==> src/rtl/inert_pkg.sv <==
// Shared types and command tables for the iNEMO interface sequencer.
package inert_pkg;

  typedef enum logic [2:0] {
    ST_INIT,
    ST_CFG_WRT,
    ST_CFG_WAIT,
    ST_IDLE,
    ST_RD_WRT,
    ST_RD_WAIT,
    ST_UPDATE
  } inert_state_t;

  localparam int   NUM_CFG  = 4;
  localparam int   NUM_RD   = 6;
  localparam logic READ_BIT = 1'b1;

  // Config writes: INT on data-ready, accel 416Hz, gyro 416Hz, rounding.
  function automatic logic [15:0] cfg_cmd(input logic [2:0] idx);
    logic [15:0] cmd;
    case (idx)
      3'd0:    cmd = 16'h0D02;
      3'd1:    cmd = 16'h1062;
      3'd2:    cmd = 16'h1162;
      3'd3:    cmd = 16'h1460;
      default: cmd = 16'h0000;
    endcase
    return cmd;
  endfunction

  // Rate registers in pitch L/H, roll L/H, yaw L/H order.
  function automatic logic [6:0] raddr(input logic [2:0] idx);
    logic [6:0] a;
    case (idx)
      3'd0:    a = 7'h22;
      3'd1:    a = 7'h23;
      3'd2:    a = 7'h24;
      3'd3:    a = 7'h25;
      3'd4:    a = 7'h26;
      3'd5:    a = 7'h27;
      default: a = 7'h00;
    endcase
    return a;
  endfunction

  function automatic logic [15:0] rd_cmd(input logic [2:0] idx);
    return {READ_BIT, raddr(idx), 8'h00};
  endfunction

endpackage

==> src/rtl/inert_int_sync.sv <==
// Brings the asynchronous sensor INT into the clk domain and flags its rising edge.
module inert_int_sync (
  input  logic clk,
  input  logic rst_n,
  input  logic INT,
  output logic int_rise
);

  logic r_ff1, r_ff2, r_ff3;

  always_ff @(posedge clk or negedge rst_n) begin
    if (!rst_n) begin
      r_ff1 <= 1'b0;
      r_ff2 <= 1'b0;
      r_ff3 <= 1'b0;
    end else begin
      r_ff1 <= INT;
      r_ff2 <= r_ff1;
      r_ff3 <= r_ff2;
    end
  end

  assign int_rise = r_ff2 & ~r_ff3;

endmodule

==> src/rtl/inert_intf_ctrl.sv <==
// Command sequencer in front of SPI_mnrch: configures the iNEMO, then reads rates on INT.
// Build option INERT_FAST_SIM_EN shortens the power-up wait to 511 cycles.
module inert_intf_ctrl
  import inert_pkg::*;
#(
  parameter int STARTUP_W = 16
) (
  input  logic               clk,
  input  logic               rst_n,
  input  logic               INT,
  input  logic               done,
  input  logic [15:0]        rd_data,
  output logic               wrt,
  output logic [15:0]        wt_data,
  output logic               init_done,
  output logic               vld,
  output logic signed [15:0] ptch_rt,
  output logic signed [15:0] roll_rt,
  output logic signed [15:0] yaw_rt
);

  inert_state_t          r_state, w_nxt_state;
  logic [STARTUP_W-1:0]  r_cnt;
  logic [2:0]            r_idx, w_nxt_idx;
  logic [15:0]           r_wt_data, w_nxt_wt_data;
  logic                  r_pend, r_init_done, r_vld;
  logic [7:0]            r_byte [0:NUM_RD-1];
  logic signed [15:0]    r_ptch, r_roll, r_yaw;
  logic                  w_int_rise, w_cnt_full;
  logic                  w_set_init, w_clr_pend, w_cap;

  inert_int_sync u_int_sync (
    .clk      (clk),
    .rst_n    (rst_n),
    .INT      (INT),
    .int_rise (w_int_rise)
  );

`ifdef INERT_FAST_SIM_EN
  assign w_cnt_full = &r_cnt[8:0];
`else
  assign w_cnt_full = &r_cnt;
`endif

  always_ff @(posedge clk or negedge rst_n) begin
    if (!rst_n) begin
      r_state     <= ST_INIT;
      r_idx       <= 3'd0;
      r_wt_data   <= 16'h0000;
      r_cnt       <= '0;
      r_init_done <= 1'b0;
    end else begin
      r_state   <= w_nxt_state;
      r_idx     <= w_nxt_idx;
      r_wt_data <= w_nxt_wt_data;
      if (r_state == ST_INIT)
        r_cnt <= r_cnt + 1'b1;
      if (w_set_init)
        r_init_done <= 1'b1;
    end
  end

  // Command word is loaded on entry to a WRT state so it is stable while wrt is high.
  always_comb begin
    w_nxt_state   = r_state;
    w_nxt_idx     = r_idx;
    w_nxt_wt_data = r_wt_data;
    w_set_init    = 1'b0;
    w_clr_pend    = 1'b0;
    w_cap         = 1'b0;
    case (r_state)
      ST_INIT: begin
        if (w_cnt_full) begin
          w_nxt_state   = ST_CFG_WRT;
          w_nxt_idx     = 3'd0;
          w_nxt_wt_data = cfg_cmd(3'd0);
        end
      end
      ST_CFG_WRT: w_nxt_state = ST_CFG_WAIT;
      ST_CFG_WAIT: begin
        if (done) begin
          if (r_idx == 3'(NUM_CFG - 1)) begin
            w_set_init  = 1'b1;
            w_nxt_state = ST_IDLE;
          end else begin
            w_nxt_idx     = r_idx + 3'd1;
            w_nxt_wt_data = cfg_cmd(r_idx + 3'd1);
            w_nxt_state   = ST_CFG_WRT;
          end
        end
      end
      ST_IDLE: begin
        if (w_int_rise || r_pend) begin
          w_clr_pend    = 1'b1;
          w_nxt_idx     = 3'd0;
          w_nxt_wt_data = rd_cmd(3'd0);
          w_nxt_state   = ST_RD_WRT;
        end
      end
      ST_RD_WRT: w_nxt_state = ST_RD_WAIT;
      ST_RD_WAIT: begin
        if (done) begin
          w_cap = 1'b1;
          if (r_idx == 3'(NUM_RD - 1)) begin
            w_nxt_state = ST_UPDATE;
          end else begin
            w_nxt_idx     = r_idx + 3'd1;
            w_nxt_wt_data = rd_cmd(r_idx + 3'd1);
            w_nxt_state   = ST_RD_WRT;
          end
        end
      end
      ST_UPDATE: w_nxt_state = ST_IDLE;
      default:   w_nxt_state = ST_INIT;
    endcase
  end

  // A rise arriving mid-burst is remembered; rises before init completes are dropped.
  always_ff @(posedge clk or negedge rst_n) begin
    if (!rst_n)
      r_pend <= 1'b0;
    else if (w_clr_pend)
      r_pend <= 1'b0;
    else if (w_int_rise && r_init_done)
      r_pend <= 1'b1;
  end

  always_ff @(posedge clk or negedge rst_n) begin
    if (!rst_n) begin
      for (int i = 0; i < NUM_RD; i++)
        r_byte[i] <= 8'h00;
    end else if (w_cap) begin
      r_byte[r_idx] <= rd_data[7:0];
    end
  end

  // All three rates and vld change on the same edge.
  always_ff @(posedge clk or negedge rst_n) begin
    if (!rst_n) begin
      r_ptch <= 16'sd0;
      r_roll <= 16'sd0;
      r_yaw  <= 16'sd0;
      r_vld  <= 1'b0;
    end else begin
      r_vld <= (r_state == ST_UPDATE);
      if (r_state == ST_UPDATE) begin
        r_ptch <= {r_byte[1], r_byte[0]};
        r_roll <= {r_byte[3], r_byte[2]};
        r_yaw  <= {r_byte[5], r_byte[4]};
      end
    end
  end

  assign wrt       = (r_state == ST_CFG_WRT) || (r_state == ST_RD_WRT);
  assign wt_data   = r_wt_data;
  assign init_done = r_init_done;
  assign vld       = r_vld;
  assign ptch_rt   = r_ptch;
  assign roll_rt   = r_roll;
  assign yaw_rt    = r_yaw;

endmodule
==> config.mk <==
export PLATFORM = sky130hd
export DESIGN_NAME = inert_intf_ctrl
export DESIGN_NICKNAME = d
export VERILOG_FILES = /design/src/rtl/inert_pkg.sv /design/src/rtl/inert_int_sync.sv /design/src/rtl/inert_intf_ctrl.sv
export SDC_FILE = /design/constraint.sdc
export NUM_CORES = 1
export LEC_CHECK = 0
export ABC_AREA = 0
export BUFFER_PORTS_ARGS = -buffer_cell sky130_fd_sc_hd__buf_2
export CAP_MARGIN = 20
export CORE_MARGIN = 2
export CORE_UTILIZATION = 40
export CTS_CLUSTER_DIAMETER = 120
export DETAILED_ROUTE_END_ITERATION = 7
export SLEW_MARGIN = 20
export SYNTH_ARGS = -nofsm -noshare
export SYNTH_HDL_FRONTEND = slang
export SYNTH_SLANG_ARGS = --single-unit
==> constraint.sdc <==
create_clock -name clk -period 3.7 [get_ports clk]
set_clock_uncertainty 0.15 [all_clocks]
set_input_delay 0 -clock clk [delete_from_list [all_inputs] [get_ports clk]]
set_output_delay 0 -clock clk [all_outputs]
set_load 0.02 [all_outputs]
## Word-level counts from Yosys, hierarchy flattened

Cells that the tools add are included.

- Bits of input ports: 20
- Logic and storage cells: 91
- Output and inout port bits: 67
- Register bits after elaboration: 140

- Reduce and logical (&&, ||, !) cells: 11
- Equality and inequality tests: 19
- Bitwise logic cells: 3
- Muxes and demuxes: 35
- Add/sub/neg operators: 2
- Order comparisons: 2

Operators by type and width:

| operator | count |
|---|---|
| $mux 16 | 6 |
| $pmux 16 s4 | 1 |
| $pmux 13 s4 | 1 |
| $bwmux 48 | 1 |
| $pmux 6 s6 | 1 |
| $mux 3 | 10 |
| $demux 8 s3 | 1 |
| $pmux 3 s7 | 1 |
| $eq 3x3->1 const B | 6 |
| $add 16x1->16 const B | 1 |
| $reduce_and 16->1 | 1 |
| $eq 3x2->1 const B | 5 |
| $ne 2x2->1 const B | 6 |
| $pmux 3 s4 | 1 |
| $mux 1 | 9 |
| $mux 8 | 1 |
| $reduce_and 7->1 | 1 |
| $eq 3x1->1 const B | 2 |
| $logic_not 3->1 | 2 |
| $ge 4x4->1 const B | 1 |
| $lt 4x1->1 const B | 1 |
| $mux 2 | 2 |
| $not 3->4 | 1 |
| $reduce_and 4->1 | 1 |
| other kinds (7) | 9 |

## Logic depth before layout (Yosys ltp)

- Word-level depth: 6
- Gate-level depth with buffers: 8
- Gate-level depth less buffers: 7

## Hierarchy

Synthesis repeated with hierarchy kept, for this count alone.

- Cell total of the unflattened synthesis: 385
- Area total of the unflattened synthesis: 5482.8 um^2

Modules (own cells, without submodules):

| module | times used | area each (um^2) | cells an instance |
|---|---|---|---|
| inert_intf_ctrl | 1 | 5393.9 | 381 |
| inert_int_sync | 1 | 88.8 | 4 |

## Worst setup path after synthesis

OpenSTA, ideal clock, no wires.

- Kind: flip-flop to flip-flop
- Start: register r_idx[2]
- End: register r_wt_data[10], in the netlist wt_data[10]
- Cell stages (with the launch flop): 8
- Data arrival time: 2.021 ns
- Data required time: 3.425 ns
- Setup time: 0.125 ns
- Path slack: 1.404 ns
- Clock period less this slack: 2.296 ns
- Cells stage by stage: dfrtp_1 clkbuf_1 inv_1 ha_1 a211o_1 a2111o_1 buf_6 mux2_4

- Word-level cells in the longest chain between the ends: 6
- Elaborated cells on any way between the ends: 19

RTL lines:

| what | line | text |
|---|---|---|
| start: declaration | inert_intf_ctrl.sv:24 | `logic [2:0] r_idx, w_nxt_idx;` |
| start signal: assignment | inert_intf_ctrl.sv:54 | `r_idx <= w_nxt_idx;` |
| $add 3x1->3 | inert_intf_ctrl.sv:87, inert_intf_ctrl.sv:108 |  |
| $eq 3x3->1 (tied with other cells) | inert_pkg.sv:34 | `case (idx)` |
| $pmux 6 s6 or $pmux 13 s4 (tied branches) | inert_pkg.sv:34, inert_pkg.sv:21 |  |
| $mux 16, on equally long branches | inert_intf_ctrl.sv:104, inert_intf_ctrl.sv:82 |  |
| $mux 16, on equally long branches | inert_intf_ctrl.sv:102, inert_intf_ctrl.sv:81 |  |
| $pmux 16 s4 | inert_intf_ctrl.sv:71 | `case (r_state)` |
| end signal: assignment | inert_intf_ctrl.sv:55 | `r_wt_data <= w_nxt_wt_data;` |
| end: declaration | inert_intf_ctrl.sv:25 | `logic [15:0] r_wt_data, w_nxt_wt_data;` |

Several ways; a longest one is shown, not always the timed one. The select of a mux whose other input is x is not followed.
A chain may end at the register's enable or synchronous reset.

## Worst setup path in the final report

- Start: register r_state[0]
- End: register r_idx[0]

- Word-level cells in the longest chain between the ends: 3
- Elaborated cells on any way between the ends: 13

RTL lines:

| what | line | text |
|---|---|---|
| start: declaration | inert_intf_ctrl.sv:22 | `inert_state_t r_state, w_nxt_state;` |
| start signal: assignment | inert_intf_ctrl.sv:53 | `r_state <= w_nxt_state;` |
| $eq 3x3->1 (tied with other cells) | inert_intf_ctrl.sv:71 |  |
| $ne 2x2->1 (no source line) or $reduce_bool 4->1 (tied branches) | - |  |
| $reduce_and 7->1 (no source line) | - |  |

Several ways; a longest one is shown, not always the timed one.

==> flow_summary.json <==
{
  "top_usage_layer": "met2",
  "drt-vias-per-instance": 4.816,
  "dp_slack_ps": 966.3,
  "final_nets": 605,
  "worstReg2RegStart": "r_state[0]",
  "cts-buffers-inserted": 17,
  "clk_path_buf_depth": 2,
  "avgSynthCellArea_um2": 11.19,
  "cap_violations": 0,
  "grt_max_degree": 70,
  "timing.final.crit_share": 0.7433,
  "gp_congestion": 0.8490,
  "multiInputGateArea_um2": 2029,
  "dp.cells": 724,
  "first_pass_iters": 5,
  "reg2regPathDepth": 5,
  "hold_start": "INT",
  "grt_usage": 0.1695,
  "drt_iter0_markers": 161,
  "setup_violations": 0,
  "die_width_um": 121.3,
  "met1_usage": 0.2192,
  "worstSetupPathType": "reg -> reg",
  "hold_viol_final": 0,
  "synthFlopType": "dfrtp_1",
  "clock-sinks": 132,
  "drcViolationCount": 0,
  "syn2layout_area_growth_pct": 22.20,
  "start_util": 0.4124,
  "grt_pass1_wl_um": 19020,
  "status": "complete, no violations",
  "io_pins": 87,
  "synth_seq_cells": 132,
  "hold_path.class": "in -> reg",
  "met2_usage": 0.2704,
  "final_antenna_net_count": 0,
  "cts_tree": "done",
  "diodes": 0,
  "coreArea_um2": 13350,
  "finalCriticalPeriod_ps": 2750,
  "p_per_area_nw_per_um2": 754.0,
  "crit_path_end_kind": "register",
  "fill_cells": 1293,
  "worstPathArrival_ps": 2900,
  "hold_path_depth": 2,
  "grt_pass1_vias": 3781,
  "grt_setup_unrepaired": "false",
  "layout_setup_ws_ps": 949.7,
  "max-vdd-ir-drop_uv": 378.5,
  "worstMarginPinSlew_ps": 975.2,
  "synth_edf_count": 0,
  "path_clk_slew_ps": 60,
  "max_freq_mhz": 363.6,
  "r2r-end": "r_idx[0]",
  "grt_overflow": 0,
  "clk_latency_ps": 420,
  "met3_usage": 0.04464,
  "critPathMaxFanout": 19,
  "cts-root-buf": "clkbuf_16",
  "power_mw": 5.072,
  "drive_above_1_share": 0.2927,
  "antenna_found_initial": 0,
  "syn_inst": 492,
  "finalWirelength_um": 11380,
  "r2r_slack_ps": 950,
  "slowest_delay_ps": 870,
  "yosysUniqueCellTypes": 45,
  "regArea_um2": 3303,
  "num_vias": 3694,
  "hpwl_um": 7505,
  "core.rowCount": 42,
  "slew_violations": 0,
  "crit_required_ps": 3850,
  "synthesis.area_um2": 5505,
  "leakagePower_nw": 3.619,
  "die_area_um2": 14720,
  "die_h_um": 121.3,
  "instances_no_fill": 767,
  "tns_ps": 0,
  "start_kind": "register",
  "yosysWarnings": 0,
  "slew_headroom": 0.3484,
  "portBuffers": 72,
  "seq_area_frac_synth": 0.6000,
  "async_flop_share": 1.000,
  "hold_end": "u_int_sync.r_ff1",
  "worstPathCellList": "nor3b_1 > nor2_4 > nor2_1 > a2111o_1 > mux2_2",
  "h-tree-depth": 4,
  "critPathSlowestCell": "nor3b_1",
  "wl_per_cell_um": 14.84
}
## where the power goes
| group | internal [mW] | switching [mW] |
|---|---|---|
| clock | 1.13 | 0.646 |
| combinational | 0.546 | 0.757 |
| sequential | 1.75 | 0.244 |
## cells by family (layout without fill, tap and decap cells)
group | Yosys count | count (layout) | share of synthesized area
AND/OR/NAND/NOR | 213 | 213 | 0.1682
flip-flops | 132 | 132 | 0.6000
multiplexers | 59 | 59 | 0.1230
buffers and inverters | 36 | 130 | 0.03477
AO/OA/AOI/OAI | 28 | 28 | 0.03204
XOR/XNOR | 16 | 16 | 0.02545
adder cells (fa/ha/maj) | 7 | 7 | 0.01591
other | 1 | 6 | 0.0006812
## stage by stage
stage          instance area [um^2]  hold WS, ps    util
3_3_place_gp                   5991       -35.03  0.4488
4_1_cts                        6728        55.56  0.5040
2_1_floorplan                  5524       -445.6       -
3_5_place_dp                   5991       -35.02  0.4488
6_report                       6728        70.91  0.5040
5_1_grt                        6728        61.94  0.5040
## placed cells by master, fill, tap and decap left out, types with 2 or more instances in the layout
master / count
nor2_2: 3
inv_6: 4
nand2_1: 163
clkinv_2: 3
xor2_1: 4
xnor2_1: 12
clkinvlp_4: 3
nor3_1: 3
nand4_1: 6
mux2i_1: 5
buf_2: 71
clkbuf_16: 17
a21oi_1: 5
o21ai_0: 11
nor3_2: 2
mux2_2: 49
mux2_4: 5
buf_4: 6
ha_1: 7
and2_1: 2
bufinv_16: 4
inv_1: 10
o211ai_1: 2
o31ai_1: 2
nand3b_1: 2
dlygate4sd3_1: 11
conb_1: 6
nor2_1: 12
nand3_1: 8
and3_1: 2
a211o_1: 2
dfrtp_1: 132
## critical path, delay by kind of cell, from the launching register on
kind,cells,cell delay [ps]
flops,1,570
mux,1,400
simple gates,3,1000
compound gates,1,520
## worst max-delay path by stage
stage               startpoint           to  slack (ps)
global route        r_state[0]     r_idx[0]         750
finish              r_state[0]     r_idx[0]         950
global placement    r_state[0]     r_idx[0]        1040
CTS                 r_state[0]     r_idx[0]         950
detailed placement  r_state[0]     r_idx[0]         970
floorplan             r_idx[2]  wt_data[10]        1400
## state kept, by name, indices dropped and copies added, names as in the netlist
register and flops:
wt_data 8, r_idx 3, init_done 1, r_byte 48, u_int_sync.r_ff1 1, r_cnt 16
r_state 3, u_int_sync.r_ff2 1, yaw_rt 16, ptch_rt 16, roll_rt 16, u_int_sync.r_ff3 1
r_pend 1, vld 1
## Yosys cell counts (3+ instances only)
library cell  instances  area (um^2)
buf_4                 8        60.06
buf_6                 3        33.78
nor2_1               12        45.04
mux2_2               49        551.8
ha_1                  7        87.58
nand3_1               8        40.04
mux2_4                5        75.07
nand4_1               6        37.54
clkbuf_1             11        41.29
inv_1                10        37.54
dfrtp_1             132         3303
buf_2                 3        15.01
xnor2_1              12        105.1
xor2_1                4        35.03
nor2_2                3        18.77
nand2_1             163        611.8
o21ai_0              11        55.05
mux2i_1               5        50.05
a21oi_1               5        25.02
nor3_1                3        15.01
## cell type report
class / count / area share
Sequential cell: 132 / 0.4910
Multi-Input combinational cell: 329 / 0.3017
Timing Repair Buffer: 88 / 0.07588
Clock buffer: 17 / 0.06323
Tap cell: 176 / 0.03273
Clock inverter: 15 / 0.02994
Inverter: 10 / 0.005579
## routing by layer
metal,part of all wire,vias to the layer above
li1,-,1774
met1,0.46,1834
met2,0.49,71
met3,0.042,15
met4,0.016,0
met5,0,-
## repair_timing
action                                  4_1_cts  5_1_grt
endpoints found under the setup margin        0        0
setup buffers                                 0        0
hold endpoints to repair                    118        0
gates resized for setup                       0        0
hold buffers                                 11        0
Note: power is estimated with default switching activity, not from simulation.
